--- config.mk ---
export PLATFORM = sky130hd
export DESIGN_NAME = voice_allocator_flat
export DESIGN_NICKNAME = d
export VERILOG_FILES = /design/src/rtl/voice_allocator_if.sv /design/src/rtl/voice_allocator.sv /design/src/flat_wrapper.sv
export SDC_FILE = /design/constraint.sdc
export NUM_CORES = 1
export LEC_CHECK = 0
export ABC_AREA = 1
export BUFFER_PORTS_ARGS = -buffer_cell sky130_fd_sc_hd__buf_2
export CAP_MARGIN = 20
export CELL_PAD_IN_SITES_DETAIL_PLACEMENT = 0
export CELL_PAD_IN_SITES_GLOBAL_PLACEMENT = 1
export CORE_ASPECT_RATIO = 0.75
export CORE_MARGIN = 2
export CORE_UTILIZATION = 38
export DETAILED_ROUTE_END_ITERATION = 12
export GPL_ROUTABILITY_DRIVEN = 1
export PLACE_DENSITY = 0.92
export SLEW_MARGIN = 5
export SYNTH_ARGS = -nofsm -noshare
export SYNTH_HDL_FRONTEND = slang
export SYNTH_SLANG_ARGS = --single-unit
--- constraint.sdc ---
create_clock -name clk -period 2 [get_ports clk]
set_input_delay 0.1 -clock clk [delete_from_list [all_inputs] [get_ports clk]]
set_output_delay 0.1 -clock clk [all_outputs]
set_load 0.02 [all_outputs]
--- src/rtl/voice_allocator_if.sv ---
// rtl/voice_allocator_if.sv - note event valid/ready stream from the MIDI decoder into the voice allocator
interface voice_allocator_if #(
  parameter int NOTE_WIDTH     = 7,
  parameter int VELOCITY_WIDTH = 7
);
  logic                      event_valid;
  logic                      event_ready;
  logic                      event_on;
  logic [NOTE_WIDTH-1:0]     event_note;
  logic [VELOCITY_WIDTH-1:0] event_velocity;

  modport master (
    output event_valid, event_on, event_note, event_velocity,
    input  event_ready
  );

  modport slave (
    input  event_valid, event_on, event_note, event_velocity,
    output event_ready
  );
endinterface

--- src/rtl/voice_allocator.sv ---
// rtl/voice_allocator.sv - maps note events onto synthesis pipelines; VOICE_STEAL_EN steals the oldest voice when all are busy
module voice_allocator #(
  parameter int PIPELINE_COUNT = 4,
  parameter int NOTE_WIDTH     = 7,
  parameter int VELOCITY_WIDTH = 7,
  parameter int AGE_WIDTH      = 4
) (
  input  logic                                          clk,
  input  logic                                          reset,
  voice_allocator_if.slave                              evt,
  output logic [PIPELINE_COUNT-1:0]                     voice_active,
  output logic [PIPELINE_COUNT-1:0][NOTE_WIDTH-1:0]     voice_note,
  output logic [PIPELINE_COUNT-1:0][VELOCITY_WIDTH-1:0] voice_velocity,
  output logic [PIPELINE_COUNT-1:0]                     voice_trigger,
  output logic [PIPELINE_COUNT-1:0]                     voice_release,
  output logic                                          event_dropped
);
  localparam int IDX_W = (PIPELINE_COUNT > 1) ? $clog2(PIPELINE_COUNT) : 1;
  localparam logic [AGE_WIDTH-1:0] AGE_MAX = '1;

  typedef enum logic {IDLE, PROCESS} state_t;
  state_t state, state_next;

  logic                                          lat_on;
  logic [NOTE_WIDTH-1:0]                         lat_note;
  logic [VELOCITY_WIDTH-1:0]                     lat_velocity;
  logic [PIPELINE_COUNT-1:0][AGE_WIDTH-1:0]      age, age_next;
  logic [PIPELINE_COUNT-1:0]                     active_next, trigger_next, release_next;
  logic [PIPELINE_COUNT-1:0][NOTE_WIDTH-1:0]     note_next;
  logic [PIPELINE_COUNT-1:0][VELOCITY_WIDTH-1:0] velocity_next;
  logic                                          dropped_next;
  logic                                          accept;
  logic                                          hit_found, free_found, assign_en;
  logic [IDX_W-1:0]                              hit_idx, free_idx, old_idx, target;
  logic [AGE_WIDTH-1:0]                          old_age;

  assign evt.event_ready = (state == IDLE);
  assign accept          = evt.event_valid && evt.event_ready;

  // Strict '>' while scanning upward keeps the lowest index on age ties.
  always_comb begin : search
    hit_found  = 1'b0;
    hit_idx    = '0;
    free_found = 1'b0;
    free_idx   = '0;
    old_idx    = '0;
    old_age    = age[0];
    for (int v = 0; v < PIPELINE_COUNT; v++) begin
      if (!hit_found && voice_active[v] && (voice_note[v] == lat_note)) begin
        hit_found = 1'b1;
        hit_idx   = IDX_W'(v);
      end
      if (!free_found && !voice_active[v]) begin
        free_found = 1'b1;
        free_idx   = IDX_W'(v);
      end
      if (age[v] > old_age) begin
        old_age = age[v];
        old_idx = IDX_W'(v);
      end
    end
  end

  always_comb begin : decide
    state_next    = state;
    active_next   = voice_active;
    note_next     = voice_note;
    velocity_next = voice_velocity;
    age_next      = age;
    trigger_next  = '0;
    release_next  = '0;
    dropped_next  = 1'b0;
    assign_en     = 1'b0;
    target        = '0;
    case (state)
      IDLE: begin
        if (accept) state_next = PROCESS;
      end
      PROCESS: begin
        state_next = IDLE;
        if (lat_on && (lat_velocity != '0)) begin
          if (hit_found) begin
            assign_en = 1'b1;
            target    = hit_idx;
          end else if (free_found) begin
            assign_en = 1'b1;
            target    = free_idx;
          end else begin
`ifdef VOICE_STEAL_EN
            assign_en = 1'b1;
            target    = old_idx;
`else
            dropped_next = 1'b1;
`endif
          end
        end else if (hit_found) begin
          // Velocity-0 note-on lands here too; note/velocity registers are left intact.
          active_next[hit_idx]  = 1'b0;
          release_next[hit_idx] = 1'b1;
        end
        if (assign_en) begin
          for (int v = 0; v < PIPELINE_COUNT; v++) begin
            if (IDX_W'(v) == target) begin
              active_next[v]   = 1'b1;
              note_next[v]     = lat_note;
              velocity_next[v] = lat_velocity;
              age_next[v]      = '0;
              trigger_next[v]  = 1'b1;
            end else if (voice_active[v] && (age[v] != AGE_MAX)) begin
              age_next[v] = age[v] + AGE_WIDTH'(1);
            end
          end
        end
      end
      default: state_next = IDLE;
    endcase
  end

  always_ff @(posedge clk) begin
    if (reset) begin
      state          <= IDLE;
      lat_on         <= 1'b0;
      lat_note       <= '0;
      lat_velocity   <= '0;
      voice_active   <= '0;
      voice_note     <= '0;
      voice_velocity <= '0;
      age            <= '0;
      voice_trigger  <= '0;
      voice_release  <= '0;
      event_dropped  <= 1'b0;
    end else begin
      state <= state_next;
      if (accept) begin
        lat_on       <= evt.event_on;
        lat_note     <= evt.event_note;
        lat_velocity <= evt.event_velocity;
      end
      voice_active   <= active_next;
      voice_note     <= note_next;
      voice_velocity <= velocity_next;
      age            <= age_next;
      voice_trigger  <= trigger_next;
      voice_release  <= release_next;
      event_dropped  <= dropped_next;
    end
  end
endmodule
--- src/flat_wrapper.sv ---
// flat-port wrapper written by rule: the top's interface ports become plain ports
module voice_allocator_flat 
#(
  parameter int PIPELINE_COUNT = 4,
  parameter int NOTE_WIDTH     = 7,
  parameter int VELOCITY_WIDTH = 7,
  parameter int AGE_WIDTH      = 4
)
  (clk, reset, voice_active, voice_note, voice_velocity, voice_trigger, voice_release, event_dropped, evt_event_valid, evt_event_on, evt_event_note, evt_event_velocity, evt_event_ready);
  voice_allocator_if #(.NOTE_WIDTH(NOTE_WIDTH), .VELOCITY_WIDTH(VELOCITY_WIDTH)) evt_i ();
  input  logic clk;
  input  logic reset;
  output logic [PIPELINE_COUNT-1:0] voice_active;
  output logic [PIPELINE_COUNT-1:0][NOTE_WIDTH-1:0] voice_note;
  output logic [PIPELINE_COUNT-1:0][VELOCITY_WIDTH-1:0] voice_velocity;
  output logic [PIPELINE_COUNT-1:0] voice_trigger;
  output logic [PIPELINE_COUNT-1:0] voice_release;
  output logic event_dropped;
  input wire logic [$bits(evt_i.event_valid)-1:0] evt_event_valid;
  input wire logic [$bits(evt_i.event_on)-1:0] evt_event_on;
  input wire logic [$bits(evt_i.event_note)-1:0] evt_event_note;
  input wire logic [$bits(evt_i.event_velocity)-1:0] evt_event_velocity;
  output wire logic [$bits(evt_i.event_ready)-1:0] evt_event_ready;
  assign evt_i.event_valid = evt_event_valid;
  assign evt_i.event_on = evt_event_on;
  assign evt_i.event_note = evt_event_note;
  assign evt_i.event_velocity = evt_event_velocity;
  assign evt_event_ready = evt_i.event_ready;
  voice_allocator #(.PIPELINE_COUNT(PIPELINE_COUNT), .NOTE_WIDTH(NOTE_WIDTH), .VELOCITY_WIDTH(VELOCITY_WIDTH), .AGE_WIDTH(AGE_WIDTH)) u_core (.clk(clk), .reset(reset), .evt(evt_i), .voice_active(voice_active), .voice_note(voice_note), .voice_velocity(voice_velocity), .voice_trigger(voice_trigger), .voice_release(voice_release), .event_dropped(event_dropped));
endmodule
==> results list <==
* Run status: complete, but fails checks
* Violated checks: negative setup slack
* Worst-Margin Slew: 0.5754 ns
- For the worst setup path, the data arrival time is 2.33 ns.
- Worst reg2reg path endpoint: u_core.voice_note[9]$_SDFFE_PP0P_
- For this block, the initial DRC count from the detailed router was 287.
* Maximum fanout count along the critical path: 10
- The tree built by TritonCTS fans out to 85 sinks.
- The repair_antennas step left the layout with diodes totalling 0.
- The startpoint identified for the worst register-to-register timing path is u_core.lat_note[2]$_SDFFE_PP0P_.
- Root Driver: clkbuf_16
- Share of cells above drive strength 1: 0.3485
- Unrepaired setup endpoints after global routing: yes
- At the placement stage, the worst setup path has a slack of -0.06795 ns.
- After synthesis, the cell types taking the most area are dfxtp_1 (40%), nand2_1 (19%), nor2_1 (10%), inv_1 (8.5%), nand4_1 (4.7%).
- Part of the cycle the worst path needs: 1.023
- Number of nets in the final layout: 806
- Synthesized net count: 689
* Count of input and output buffers: 87
* Final Max Slew Viols: 0
* Wire length after detailed routing: 13,330 um
- Entering global routing, the biggest net connects 40 pins.
* Cell seen most often among critical-path stages: nand2_2
- Counting cells, the worst reg-to-reg path comes to 13.
* Largest clock skew in the final design: 0.01017 ns
- The critical path is of the register to register type.
* Chip Height: 95.94 um
- Relative area change from synthesis to final layout: 36.72%
- Cells on Worst Hold Path: 3
- The initial utilization of the core area, before any placement, comes to 0.3914.
* Pwr Total: 4199 uW
* CTS tree: yes
- The wire-length estimate of the detail-placed layout is 8886 um.
- Gp weighted congestion: 0.9206
* Cell at the slowest stage of the critical path: dfxtp_4
* Post-DP Area: 5005 um^2
- Clock-pin slew was measured on the worst setup and hold paths at 0.07 ns.
* Initial antenna violation count: 0
- Post-layout instance count excluding filler cells: 932
- Post-detailed-route count of antenna-violating nets: 0
- In this run the count of I/O pins placed on the die edge is 88.
- Total count of hold-check failures in the final report: 0
- Tightest Hold Check Type: primary input to register
- Area of the die: 12,140 um^2
- In the routed design, unresolved DRC markers number 0.
- Yosys warns: 0
- Max-slew headroom at the worst pin: 0.6155
- Counting flops and latches in the post-synthesis netlist gives 85.
- Time the worst path needs with I/O delays and setup: 2.045 ns
- The worst-case IR drop observed on VDD is 0.5086 mV.
- H-tree depth: 3
* Cell Count Post-Placement: 901
- Ordered list of cells on the worst path: buf_6 > nand2_2 > nand2_2 > nor2_2 > nand4_1 > a21oi_2 > nand2_2 > nor2_8 > nand3_4 > buf_12 > nand2_4 > inv_2 > nor2_2
- Total routing resource utilization after global routing: 0.2038
* Gate Count Post-Synth: 671
- Core outline area: 10,940 um^2
- Hold-fix buffer count after cts: 0
* Biggest area consumer among synthesized cells: dfxtp_1
* Share of the yosys chip area belonging to registers: 0.3973
* Maximum Capacitance Violations: 0
- Critical path capture point type: register
* Num CTS Buffers: 9
- The netlist uses 26 different library cells.
* Area share of the largest cell type after synthesis: 0.3973
* Total via count in the routed design: 4,491
- Setup violations remaining at the end of the flow were counted as 20.
- Startpoint type of the worst setup path: register
* Synth Area per Inst: 6.383 um^2
- In this run the deepest clock path goes through 2 buffers.
- Vias in the first global route: 3,893
* Startpoint of the lowest-slack hold path: evt_event_on
- Terminating pin of the worst hold path: u_core.lat_on$_SDFFE_PP0P_
- Vias per inst: 4.819
- In this run the static leakage power is 0.003067 uW.
* Max Clock Freq: 0.4889 GHz
- Together, buffers and inverters on the worst path number 3.
* Number of core rows: 33
* Power per cell area: 717.0 nW/um^2
* Share of the core filled with cells: 0.5352
- Netlist area before placement: 4283 um^2
- Category of cells accounting for the largest share of critical-path delay: simple AND/OR/NAND/NOR gates
- The first global-routing pass estimated 19,220 um of wire.
- On the worst path, the slowest cell contributes a delay of 0.36 ns.
- Avg WL per Cell: 14.31 um
- Register-to-Register Setup Slack: -0.05 ns
- Global route total overflow: 0
- Detailed Routing Iterations Pass 1: 4
- Clk Latency, worst-skew pair: 0.35 ns
- CP required: 2.29 ns
- Final WS setup: -0.04545 ns
- Area of all placed cells without fillers: 5856 um^2
- Die boundary width: 126.6 um
[worst min-delay path: stages]
cell and delay, ns:
buf_2 0.08, o21ai_0 0.07, nor2_1 0.08
[worst max path at each step]
stage / start / end / slack [ns] / cells past startpoint
after floorplan: u_core.voice_note[7]$_SDFFE_PP0P_ / u_core.voice_velocity[12]$_SDFFE_PP0P_ / 0.14 / 13
after CTS: u_core.lat_note[2]$_SDFFE_PP0P_ / u_core.voice_note[25]$_SDFFE_PP0P_ / 0.01 / 15
final: u_core.lat_note[2]$_SDFFE_PP0P_ / u_core.voice_note[9]$_SDFFE_PP0P_ / -0.05 / 13
after global routing: u_core.lat_note[2]$_SDFFE_PP0P_ / u_core.voice_velocity[11]$_SDFFE_PP0P_ / -0.14 / 13
after detailed placement: u_core.lat_note[2]$_SDFFE_PP0P_ / u_core.voice_velocity[7]$_SDFFE_PP0P_ / -0.07 / 14
after global placement: u_core.lat_note[5]$_SDFFE_PP0P_ / u_core.voice_velocity[9]$_SDFFE_PP0P_ / -0.04 / 14
[repair_timing]
item,CTS,global route
gates cloned,0,6
pin swaps,1,36
buffers inserted,2,9
setup endpoints to repair,29,66
gates resized for setup,3,103
[sequential cells by signal, summed over array words and instances (netlist names)]
name                   flops
u_core.voice_note         28
u_core.voice_velocity     28
u_core.lat_note            7
u_core.lat_velocity        7
u_core.voice_active        4
u_core.voice_release       4
u_core.voice_trigger       4
u_core.event_dropped       1
u_core.lat_on              1
u_core.state               1
[through the flow]
stage | hold slack (ns) | setup TNS [ns]
2_1_floorplan | 0.1784 | 0
6_report | 0.02259 | -0.3720
3_5_place_dp | 0.3795 | -1.074
3_3_place_gp | 0.3727 | -0.2505
5_1_grt | 0.04368 | -6.042
4_1_cts | 0.01405 | 0
[Yosys cell counts]
master    number
buf_1          5
nor3_1         2
nor2_1       116
nand2_1      215
buf_4          4
nor2_8         1
nor2_2        11
nand2_2        1
inv_2         17
nor2_4         3
nand3_1        8
buf_6          5
nand3b_1       1
a21oi_2        1
inv_1         97
clkbuf_1       9
a21oi_1       19
dfxtp_1       85
nand3_4        2
o21ai_1        2
nand4_1       32
buf_2          7
nor4_1         1
o21ai_0       17
o21ai_2        1
nand2_4        9
[power by group]
group          switching, uW  internal, uW  leakage [uW]  total (uW)
registers               34.8          1730      0.000696        1770
logic                    295           165       0.00220         460
clock network            694          1280      0.000172        1970
total                   1020          3180       0.00307        4200
[logic make-up (layout without fill, tap and decap cells)]
group	after synthesis	in the layout	synth area share
simple gates	402	403	0.4137
buf+inv	144	264	0.1405
flops	85	85	0.3973
compound gates	40	40	0.04850
[cell usage in the layout (no fill, tap or decap), types with 12 or more instances in the layout]
master,instances
nand2_1,177
nand4_1,32
a21oi_1,18
nor2_2,21
inv_1,91
nand2_2,33
inv_2,21
o21ai_0,16
buf_2,87
nand2_4,15
dfxtp_1,70
clkbuf_16,12
dfxtp_2,12
nor2_1,104
buf_4,29
[routing by layer]
layer | vias to the layer above | GRT usage | wire length (um)
met1 | 2038 | 0.2927 | 6395
li1 | 2246 | - | -
met4 | 0 | 0.04762 | 179
met2 | 187 | 0.2955 | 5557
met3 | 20 | 0.06615 | 1201
met5 | - | 0 | 0
[final cells by class]
cell class | instances | area, um^2
Clock inverter | 4 | 95.09
Timing Repair Buffer | 135 | 952.2
Sequential cell | 85 | 1728
Multi-Input combinational cell | 443 | 2220
Tap cell | 140 | 175.2
Fill cell | 1055 | 5086
Clock buffer | 11 | 252.7
Inverter | 114 | 432.9
(Power assumes the default switching activity.)
